File: config.mk
export PLATFORM = sky130hd
export DESIGN_NAME = alu_rtype_exec_ctrl
export DESIGN_NICKNAME = d
export VERILOG_FILES = /design/src/rtl/alu_rtype_exec_ctrl.sv
export SDC_FILE = /design/constraint.sdc
export NUM_CORES = 1
export LEC_CHECK = 0
export BUFFER_PORTS_ARGS = -buffer_cell sky130_fd_sc_hd__buf_2
export CORE_AREA = 2 2 123 125
export CTS_CLUSTER_SIZE = 14
export DETAILED_ROUTE_END_ITERATION = 10
export DIE_AREA = 0 0 125 127
export GPL_TIMING_DRIVEN = 1
export PLACE_DENSITY_LB_ADDON = 0.15
export SLEW_MARGIN = 0
export SYNTH_ARGS = -nofsm -noshare
export SYNTH_HDL_FRONTEND = slang
export SYNTH_SLANG_ARGS = --single-unit
File: constraint.sdc
create_clock -name CLK -period 2.6 [get_ports CLK]
set_clock_uncertainty 0.15 [all_clocks]
set_input_delay 0.78 -clock CLK [delete_from_list [all_inputs] [get_ports CLK]]
set_output_delay 0.78 -clock CLK [all_outputs]
set_load 0.02 [all_outputs]
File: src/rtl/alu_rtype_exec_ctrl.sv
`default_nettype none
// ============================================================================
// Module   : alu_rtype_exec_ctrl
// Brief    : Multi-cycle R-type sequencer between fetch and the RF/ALU pair.
//            Optional macro ALU_EXEC_PERF_CNT_EN adds the retired-op counter.
// Revision : 1.0
// ============================================================================
module alu_rtype_exec_ctrl #(
    parameter int DATA_W = 32,
    parameter int REG_AW = 5,
    parameter int OPRN_W = 6
) (
    input  logic              CLK,
    input  logic              RST,
    input  logic [31:0]       INSTR,
    input  logic              INSTR_VALID,
    output logic              INSTR_READY,
    output logic              RF_READ,
    output logic [REG_AW-1:0] RF_ADDR_R1,
    output logic [REG_AW-1:0] RF_ADDR_R2,
    input  logic [DATA_W-1:0] RF_DATA_R1,
    input  logic [DATA_W-1:0] RF_DATA_R2,
    output logic              RF_WRITE,
    output logic [REG_AW-1:0] RF_ADDR_W,
    output logic [DATA_W-1:0] RF_DATA_W,
    output logic [DATA_W-1:0] ALU_A,
    output logic [DATA_W-1:0] ALU_B,
    output logic [OPRN_W-1:0] ALU_OPRN,
    input  logic [DATA_W-1:0] ALU_Y,
    input  logic [DATA_W-1:0] ALU_ZERO,
    output logic              DONE,
    output logic              ZERO_FLAG,
    output logic              ILLEGAL,
    output logic [31:0]       PERF_CNT
);

    typedef enum logic [2:0] {
        S_IDLE  = 3'd0,
        S_READ  = 3'd1,
        S_LATCH = 3'd2,
        S_EXEC  = 3'd3,
        S_WB    = 3'd4
    } state_t;

    localparam logic [OPRN_W-1:0] OP_SHR = OPRN_W'(4);
    localparam logic [OPRN_W-1:0] OP_SHL = OPRN_W'(5);

    state_t              state_q;
    logic                ready_q;
    logic                rf_read_q;
    logic [REG_AW-1:0]   addr_r1_q;
    logic [REG_AW-1:0]   addr_r2_q;
    logic                rf_write_q;
    logic [REG_AW-1:0]   addr_w_q;
    logic [DATA_W-1:0]   data_w_q;
    logic [DATA_W-1:0]   alu_a_q;
    logic [DATA_W-1:0]   alu_b_q;
    logic [OPRN_W-1:0]   alu_oprn_q;
    logic                done_q;
    logic                zero_q;
    logic                illegal_q;
    logic [REG_AW-1:0]   rd_q;
    logic [4:0]          shamt_q;
    logic [OPRN_W-1:0]   oprn_q;

    logic [OPRN_W-1:0]   oprn_d;
    logic                legal_d;

    always_comb begin
        oprn_d  = '0;
        legal_d = 1'b0;
        if (INSTR[31:26] == 6'h00) begin
            legal_d = 1'b1;
            case (INSTR[5:0])
                6'h20:   oprn_d = OPRN_W'(1);
                6'h22:   oprn_d = OPRN_W'(2);
                6'h2c:   oprn_d = OPRN_W'(3);
                6'h02:   oprn_d = OP_SHR;
                6'h00:   oprn_d = OP_SHL;
                6'h24:   oprn_d = OPRN_W'(6);
                6'h25:   oprn_d = OPRN_W'(7);
                6'h27:   oprn_d = OPRN_W'(8);
                6'h2a:   oprn_d = OPRN_W'(9);
                default: legal_d = 1'b0;
            endcase
        end
    end

    always_ff @(posedge CLK or negedge RST) begin
        if (!RST) begin
            state_q    <= S_IDLE;
            ready_q    <= 1'b1;
            rf_read_q  <= 1'b0;
            addr_r1_q  <= '0;
            addr_r2_q  <= '0;
            rf_write_q <= 1'b0;
            addr_w_q   <= '0;
            data_w_q   <= '0;
            alu_a_q    <= '0;
            alu_b_q    <= '0;
            alu_oprn_q <= '0;
            done_q     <= 1'b0;
            zero_q     <= 1'b0;
            illegal_q  <= 1'b0;
            rd_q       <= '0;
            shamt_q    <= '0;
            oprn_q     <= '0;
        end else begin
            done_q    <= 1'b0;
            illegal_q <= 1'b0;
            case (state_q)
                S_IDLE: begin
                    if (INSTR_VALID) begin
                        if (legal_d) begin
                            addr_r1_q <= INSTR[25:21];
                            addr_r2_q <= INSTR[20:16];
                            rd_q      <= INSTR[15:11];
                            shamt_q   <= INSTR[10:6];
                            oprn_q    <= oprn_d;
                            rf_read_q <= 1'b1;
                            ready_q   <= 1'b0;
                            state_q   <= S_READ;
                        end else begin
                            illegal_q <= 1'b1;
                        end
                    end
                end
                S_READ: begin
                    rf_read_q <= 1'b0;
                    state_q   <= S_LATCH;
                end
                S_LATCH: begin
                    alu_a_q    <= RF_DATA_R1;
                    alu_oprn_q <= oprn_q;
                    // Shifts take their distance from shamt, not from rt
                    if ((oprn_q == OP_SHR) || (oprn_q == OP_SHL)) begin
                        alu_b_q <= {{(DATA_W-5){1'b0}}, shamt_q};
                    end else begin
                        alu_b_q <= RF_DATA_R2;
                    end
                    state_q <= S_EXEC;
                end
                S_EXEC: begin
                    data_w_q   <= ALU_Y;
                    zero_q     <= |ALU_ZERO;
                    addr_w_q   <= rd_q;
                    rf_write_q <= (rd_q != '0);
                    done_q     <= 1'b1;
                    state_q    <= S_WB;
                end
                S_WB: begin
                    rf_write_q <= 1'b0;
                    ready_q    <= 1'b1;
                    state_q    <= S_IDLE;
                end
                default: begin
                    rf_write_q <= 1'b0;
                    rf_read_q  <= 1'b0;
                    ready_q    <= 1'b1;
                    state_q    <= S_IDLE;
                end
            endcase
        end
    end

`ifdef ALU_EXEC_PERF_CNT_EN
    logic [31:0] perf_q;

    always_ff @(posedge CLK or negedge RST) begin
        if (!RST) begin
            perf_q <= '0;
        end else if (done_q) begin
            perf_q <= perf_q + 32'd1;
        end
    end

    assign PERF_CNT = perf_q;
`else
    assign PERF_CNT = '0;
`endif

    assign INSTR_READY = ready_q;
    assign RF_READ     = rf_read_q;
    assign RF_ADDR_R1  = addr_r1_q;
    assign RF_ADDR_R2  = addr_r2_q;
    assign RF_WRITE    = rf_write_q;
    assign RF_ADDR_W   = addr_w_q;
    assign RF_DATA_W   = data_w_q;
    assign ALU_A       = alu_a_q;
    assign ALU_B       = alu_b_q;
    assign ALU_OPRN    = alu_oprn_q;
    assign DONE        = done_q;
    assign ZERO_FLAG   = zero_q;
    assign ILLEGAL     = illegal_q;

endmodule
`default_nettype wire

==> metrics.md, run 1 <==
| Metric | Value |
|---|---|
| Layout cells sized above 1 | `between 50% and 60%` |
| Routability congestion estimate | `about 0.76` |
| Via density per instance | `about 4.7` |
| Clock power frac | `between 20% and 30%` |
| Register area share after synthesis | `about three fifths` |
| Cts bufs inserted | `17` |
| Syn Area/Cell | `12.0 um2` |
| DRC viols | `0` |
| Buf+Inv Stages, Crit Path | `1` |
| Actual slew at the worst max-slew pin | `0.590 ns` |
| Total GRT Usage | `19.0%` |
| Pwr Total | `9590 uW` |
| CTS tree | `built` |
| Crit end category | `primary output` |
| Die area | `0.0159 mm2` |
| CP Launch Type | `flop` |
| RSZ-0062 raised after global routing | `no` |
| Post-synthesis cell area | `0.00571 mm2` |
| Nets@finish | `~930` |
| Max incr delay on CP | `0.52 ns` |
| Initial antenna violation count | `0` |
| Maxcap violations | `0` |
| Period minus WS final | `approximately 2 ns` |
| CTS Sinks | `138` |
| Row cnt | `44` |
| Post-synth EDFFs | `0` |
| R2R Setup Slk | `about 0.63 ns` |
| Wire length per cell | `15.6 um` |
| FF-to-FF path depth | `5` |
| Net Sw Power | `roughly 3600 uW` |
| Setup TNS Final | `0 ns` |
| Die Ht | `approximately 130 um` |
| Met1 usage | `approximately 22%` |
| Post-DP HPWL | `11300 um` |
| Final wirelength | `15000 um` |
| Hold Vio Cnt, Final | `0` |
| Critical R2R Launch | `state_q[2]` |
| H-tree levels | `4` |
| Global-route wire length before repair | `around 24000 um` |
| Internal | `5990 uW` |
| Hold-fix buffers at CTS | `0` |
| Fin crit share | `78.9%` |
| Core area | `about 0.014 mm2` |
| Starting DRC count in detailed routing | `278` |
| GRT Max-Usage Layer | `met2` |
| Post-Synthesis Cells | `between 400 and 500` |
| Remaining antenna violation count | `0` |
| Met3 Track Usage GR | `6.16%` |
| Power density over the cells | `1220 mW/mm2` |
| Setup Fix Bufs, Post-CTS | `0` |
| Worst skew pair latency | `0.41 ns` |
| Maximum vdd drop | `0.000518 V` |
| Setup CP Type | `reg2out` |
| Slew Limit Fails | `0` |
| Ys Warns | `0` |
| Family with the most delay on the worst path | `flip-flops` |
| Port bufs | `283` |
| Static Leakage | `0.00425 uW` |
| Worst Path Arrival | `1.12 ns` |
| Comb power frac | `about two fifths` |
| Critical path required time | `1.67 ns` |
| Critical path cell sequence | `buf_2` |
| Yosys reg bits | `about 140` |
| Most frequent cells in the layout | `buf_2, dfrtp_1, nand2_1` |
| Starting Density | `39.6%` |
| Seq pwr share | `35.6%` |
| Worst r2r dst | `RF_ADDR_R1[3]` |
| Worst-path cell with the longest stage delay | `dfstp_2` |
| Setup Viol. Count Final | `0` |
| Max_slew headroom | `60.7%` |
| Largest net degree at the start of global routing | `56` |
| Diode count | `0` |
| CTS resizes | `0` |
| Area growth syn-to-layout | `37.5%` |
| Top FF cell, synth | `dfrtp_1` |
| Peak fanout along the critical path | `2` |
| Root Buffer | `clkbuf_16` |
| Reg clk slew, reported paths | `0.06 ns` |
| Switching Share | `37.5%` |
| Post-synth ARST share | `100%` |
| GRT met2 Usage | `about a third` |
| FMAX | `between 0.4 and 0.5 GHz` |
| Cell variety after synth | `36` |
| Width of the die | `125 um` |
| Boundary pin count | `between 300 and 400` |
| Gr ovfl total | `0` |
| Most common cell after layout, fill and taps aside | `buf_2` |
| Clock buffer depth | `2` |
| Hold/Removal Path Class | `in2async` |
| DRT Pass-1 Iters | `4` |
| Via Count | `4515` |
| Status | `completed` |
| Vias in the first global route | `4690` |
-- per-stage QoR --
step / area [um2] / utilization [%] / setup slack [ns] / hold WS, ns / cells
3_5_place_dp: 7230 / 50.2 / 0.172 / 0.307 / 929
5_1_grt: 7850 / 54.4 / 0.485 / 0.155 / 961
2_1_floorplan: 5830 / - / 0.206 / 0.312 / 509
3_3_place_gp: 7230 / 50.2 / 0.192 / 0.305 / 929
4_1_cts: 7850 / 54.4 / 0.520 / 0.142 / 961
6_report: 7850 / 54.4 / 0.549 / 0.134 / 961
-- logic make-up (layout without fill, tap and decap cells) --
family / count (synthesis) / count (layout) / synth area share (%)
and+or+nand+nor: 164 / 164 / 12.6
DFF: 138 / 138 / 60.5
muxes: 64 / 64 / 13.6
buffers and inverters: 62 / 330 / 6.82
AOI/OAI and AO/OA: 45 / 45 / 6.07
xor gates and xnor gates: 2 / 2 / 0.307
other: 1 / 34 / 0.0657
-- metal layers --
layer | vias to the layer above | part of all wire [%]
li1 | 2117 | -
met1 | 2167 | 39
met2 | 210 | 51
met3 | 21 | 7.9
met4 | 0 | 1.7
met5 | - | 0
-- Yosys cell counts (4+ instances only) --
cell type / n / share of area, %
dfrtp_1: 137 / 60
clkbuf_1: 13 / 0.86
inv_1: 4 / 0.26
a22o_1: 27 / 4.1
nor4_1: 9 / 0.99
buf_4: 35 / 4.6
nor2_1: 9 / 0.59
buf_2: 8 / 0.70
mux2_4: 17 / 4.5
mux2_2: 41 / 8.1
nand2_1: 125 / 8.2
nor3_1: 5 / 0.44
o21ai_0: 9 / 0.79
mux2i_1: 6 / 1.1
-- worst max path at each step --
| stage | start | to | slack, ns | cells after the start |
|---|---|---|---|---|
| 6_report | INSTR_READY | INSTR_READY | 0.55 | 1 |
| 2_1_floorplan | INSTR[3] | RF_ADDR_R1[2] | 0.21 | 6 |
| 5_1_grt | state_q[2] | RF_ADDR_R1[3] | 0.49 | 5 |
| 4_1_cts | INSTR_READY | INSTR_READY | 0.52 | 1 |
| 3_3_place_gp | INSTR[29] | shamt_q[3] | 0.19 | 6 |
| 3_5_place_dp | INSTR[3] | RF_ADDR_R1[3] | 0.17 | 6 |
-- final cells by class --
cell class | instances | area, um2
clock buffer | 21 | 470
timing repair buffer | 294 | 1540
sequential | 138 | 3450
clock inverter | 11 | 143
fill | 1331 | 6580
inverter | 4 | 15.0
tap | 184 | 230
multi-input combinational | 309 | 1990
-- flip-flops by register name (all words and copies together), names as in the netlist --
signal and cells:
ALU_B 32, shamt_q 5, RF_ADDR_W 5, oprn_q 4
RF_WRITE 1, ALU_OPRN 4, ZERO_FLAG 1, state_q 3
RF_ADDR_R2 5, ILLEGAL 1, RF_DATA_W 32, DONE 1
rd_q 5, ALU_A 32, INSTR_READY 1, RF_READ 1
RF_ADDR_R1 5
-- power by group through the flow --
| stage | registers, uW | logic [uW] | clock network (uW) |
|---|---|---|---|
| final | 3410 | 3690 | 2480 |
| after global routing | 3520 | 4000 | 2640 |
| after CTS | 3420 | 3760 | 2530 |
| after detailed placement | 3450 | 3740 | 0 |
| after global placement | 3410 | 3690 | 0 |
| after floorplan | 4390 | 1460 | 0 |
(Power assumes the default switching activity.)
==> run 2, diff against run 1 <==
--- a/config.mk
+++ b/config.mk
@@ -5,11 +5,11 @@
 export SDC_FILE = /design/constraint.sdc
 export NUM_CORES = 1
 export LEC_CHECK = 0
+export ABC_AREA = 1
 export BUFFER_PORTS_ARGS = -buffer_cell sky130_fd_sc_hd__buf_2
-export CORE_AREA = 2 2 123 125
+export CORE_UTILIZATION = 40
 export CTS_CLUSTER_SIZE = 14
 export DETAILED_ROUTE_END_ITERATION = 10
-export DIE_AREA = 0 0 125 127
 export GPL_TIMING_DRIVEN = 1
 export PLACE_DENSITY_LB_ADDON = 0.15
 export SLEW_MARGIN = 0
==> constraint.sdc (replaced) <==
create_clock -name CLK -period 1.9 [get_ports CLK]
set_clock_uncertainty 0.15 [all_clocks]
set_input_delay 0.57 -clock CLK [delete_from_list [all_inputs] [get_ports CLK]]
set_output_delay 0.57 -clock CLK [all_outputs]
set_load 0.02 [all_outputs]
==> metrics.md, run 2 <==
| Metric | Value |
|---|---|
| Via Count | `5126 (was 4515)` |
| Setup CP Type | `reg2out (unchanged)` |
| Maximum vdd drop | `0.000934 V (was 0.000518 V)` |
| FMAX | `0.547 GHz` |
| CP Launch Type | `flop (unchanged)` |
| Core area | `0.0140 mm2 (was 0.0144 mm2)` |
| Buf+Inv Stages, Crit Path | `1 (unchanged)` |
| Syn Area/Cell | `8.72 um2 (was 12.0 um2)` |
| Top FF cell, synth | `dfrtp_1 (unchanged)` |
| Area contributors post-synth | `dfrtp_1, nand2_1, buf_4, nand3_1, inv_1 (was dfrtp_1, nand2_1, mux2_2, buf_4, mux2_4)` |
| H-tree levels | `4 (unchanged)` |
| Power density over the cells | `1620 mW/mm2 (was 1220 mW/mm2)` |
| Register area share after synthesis | `59.5% (was 60.5%)` |
| Layout cells sized above 1 | `36.3% (was 50.2%)` |
| Family with the most delay on the worst path | `flip-flops (unchanged)` |
| Gr ovfl total | `0 (unchanged)` |
| Post-DP HPWL | `11400 um (was 11300 um)` |
| Setup Fix Bufs, Post-CTS | `0 (unchanged)` |
| Hold/Removal Path Class | `in2reg (was in2async)` |
| Post-synth top cells | `nand2_1, dfrtp_1, nand3_1, buf_4, inv_1 (was dfrtp_1, nand2_1, mux2_2, buf_4, a22o_1)` |
| Cts bufs inserted | `17 (unchanged)` |
| Final wirelength | `15400 um (was 15000 um)` |
| Die Ht | `122 um (was 127 um)` |
| Crit end category | `primary output (unchanged)` |
| Worst skew pair latency | `0.41 ns (about the same)` |
| Global-route wire length before repair | `23200 um (was 23900 um)` |
| Initial antenna violation count | `1 (was 0)` |
| Critical path cell sequence | `buf_2 (unchanged)` |
| Hold Worst Slack | `0.205 ns (was 0.134 ns)` |
| Row cnt | `43 (was 44)` |
| Post-synth EDFFs | `0 (unchanged)` |
| Remaining antenna violation count | `0 (unchanged)` |
| Width of the die | `122 um (was 125 um)` |
| Top-area cell type share of the netlist area | `59.1% (was 60.1%)` |
| Final core occ | `56.9% (was 54.4%)` |
| Pwr Total | `12900 uW (was 9590 uW)` |
| Status | `completed (unchanged)` |
| Via density per instance | `4.46 (was 4.70)` |
| DRT Pass-1 Iters | `4 (unchanged)` |
| Final instance area | `0.00796 mm2 (was 0.00785 mm2)` |
| Largest net degree at the start of global routing | `51 (was 56)` |
| Yosys reg bits | `138 (unchanged)` |
| Final worst slack | `0.0728 ns (was 0.549 ns)` |
| Peak fanout along the critical path | `2 (unchanged)` |
| RSZ-0062 raised after global routing | `no (unchanged)` |
| Most frequent cells in the layout | `nand2_1, buf_2, dfrtp_1 (was buf_2, dfrtp_1, nand2_1)` |
| CTS tree | `built (unchanged)` |
| Area leader, netlist | `dfrtp_1 (unchanged)` |
| Most common cell in the synthesized netlist | `nand2_1 (was dfrtp_1)` |
| Wire length per cell | `13.4 um (was 15.6 um)` |
| Most common cell after layout, fill and taps aside | `nand2_1 (was buf_2)` |
| DP Area | `0.00740 mm2 (was 0.00723 mm2)` |
| Maxcap violations | `0 (unchanged)` |
| Reg clk slew, reported paths | `0.06 ns (about the same)` |
| Nets@finish | `1122 (was 927)` |
| Max incr delay on CP | `0.53 ns (was 0.52 ns)` |
| Fin crit share | `96.2%` |
| Clock buffer depth | `2 (unchanged)` |
| Post-synthesis cell area | `0.00580 mm2 (was 0.00571 mm2)` |
| Period minus WS final | `1.83 ns` |
| Routability congestion estimate | `0.850 (was 0.764)` |
| Actual slew at the worst max-slew pin | `0.677 ns (was 0.590 ns)` |
| Port bufs | `283 (unchanged)` |
| Root Buffer | `clkbuf_16 (unchanged)` |
| Total GRT Usage | `20.6% (was 19.0%)` |
| Worst-path cell with the longest stage delay | `dfstp_2 (unchanged)` |
| Post-Place Setup Slack | `-0.216 ns (was 0.172 ns)` |
| Ys Warns | `0 (unchanged)` |
| DRC viols | `0 (unchanged)` |
| Vias in the first global route | `4715 (was 4690)` |
| Critical path required time | `1.18 ns (was 1.67 ns)` |
| Static Leakage | `0.00462 uW (was 0.00425 uW)` |
| Hold Vio Cnt, Final | `0 (unchanged)` |
| Worst Path Arrival | `1.11 ns (was 1.12 ns)` |
| Slew Limit Fails | `0 (unchanged)` |
| R2R Setup Slk | `0.20 ns (was 0.63 ns)` |
| Post-synth ARST share | `100% (unchanged)` |
| Post-Synthesis Cells | `665 (was 476)` |
| Cell variety after synth | `28 (was 36)` |
| Area growth syn-to-layout | `37.2% (was 37.5%)` |
| Boundary pin count | `318 (unchanged)` |
| CTS Sinks | `138 (unchanged)` |
| Die area | `0.0150 mm2 (was 0.0159 mm2)` |
| Diode count | `0 (unchanged)` |
| Max_slew headroom | `54.8% (was 60.7%)` |
| Starting Density | `41.5% (was 39.6%)` |
| Starting DRC count in detailed routing | `197 (was 278)` |
| Setup Viol. Count Final | `0 (unchanged)` |
run 2: changes by cell type in the layout (fill, tap and decap cells not counted), moves of 5 or more:
cell      previous run  this run
inv_1                4        21
o211ai_1             0         5
mux2_2              41         0
o21ai_0              9        16
nand3_1              0        41
nor2_2               1         6
nand2_1            124       322
a22o_1              27         0
mux2i_1              6         0
buf_4                8        15
mux2_4              17         0
run 2: cell type report:
cell class	count	area, um2
clock buffer	22	464
clock inverter	8	72.6
fill	1353	6030
inverter	26	101
multi-input combinational	471	1990
sequential	138	3460
tap	180	225
timing repair buffer	304	1650
timing repair inverter	1	7.51
run 2: metrics by stage:
step	cells	TNS [ns]
after floorplan	698	0
after global placement	1118	-2.78
after detailed placement	1118	-3.56
after CTS	1149	0
after global routing	1150	0
final	1150	0
run 2: logic make-up after synthesis:
family / share of synthesized area [%]
buf+inv: 8.50
simple gates: 28.1
flops: 59.5
other cells: 0.0646
compound gates: 3.77
run 2: what timing repair did:
action / CTS / global route
setup endpoints to repair: 0 / 1
hold endpoints to repair: 25 / 0
gates resized for setup: 0 / 5
hold buffers: 1 / 0
run 2: power by group:
part,switching (uW),internal [uW]
Combinational,3510,1700
Clock,1170,1840
Sequential,578,4130
Total,5270,7670
run 2: metal layers:
layer / global-route usage, % / wire [um] / vias to the layer above
met4: 6.63 / 130 / 0
met3: 7.53 / 1330 / 9
li1: - / - / 2594
met5: 0 / 0 / -
met1: 23.8 / 6200 / 2316
met2: 35.3 / 7720 / 207
run 2: final timing paths:
path | from | end | cells after the start
min reg2reg | RF_DATA_W[5] | RF_DATA_W[5] | 2
min in group asynchronous | RST | ALU_A[13] | 2
max in group asynchronous | RST | oprn_q[3] | 3
min | RF_DATA_R1[29] | ALU_A[29] | 3
max reg2reg | state_q[2] | RF_ADDR_R1[2] | 8
max | INSTR_READY | INSTR_READY | 1
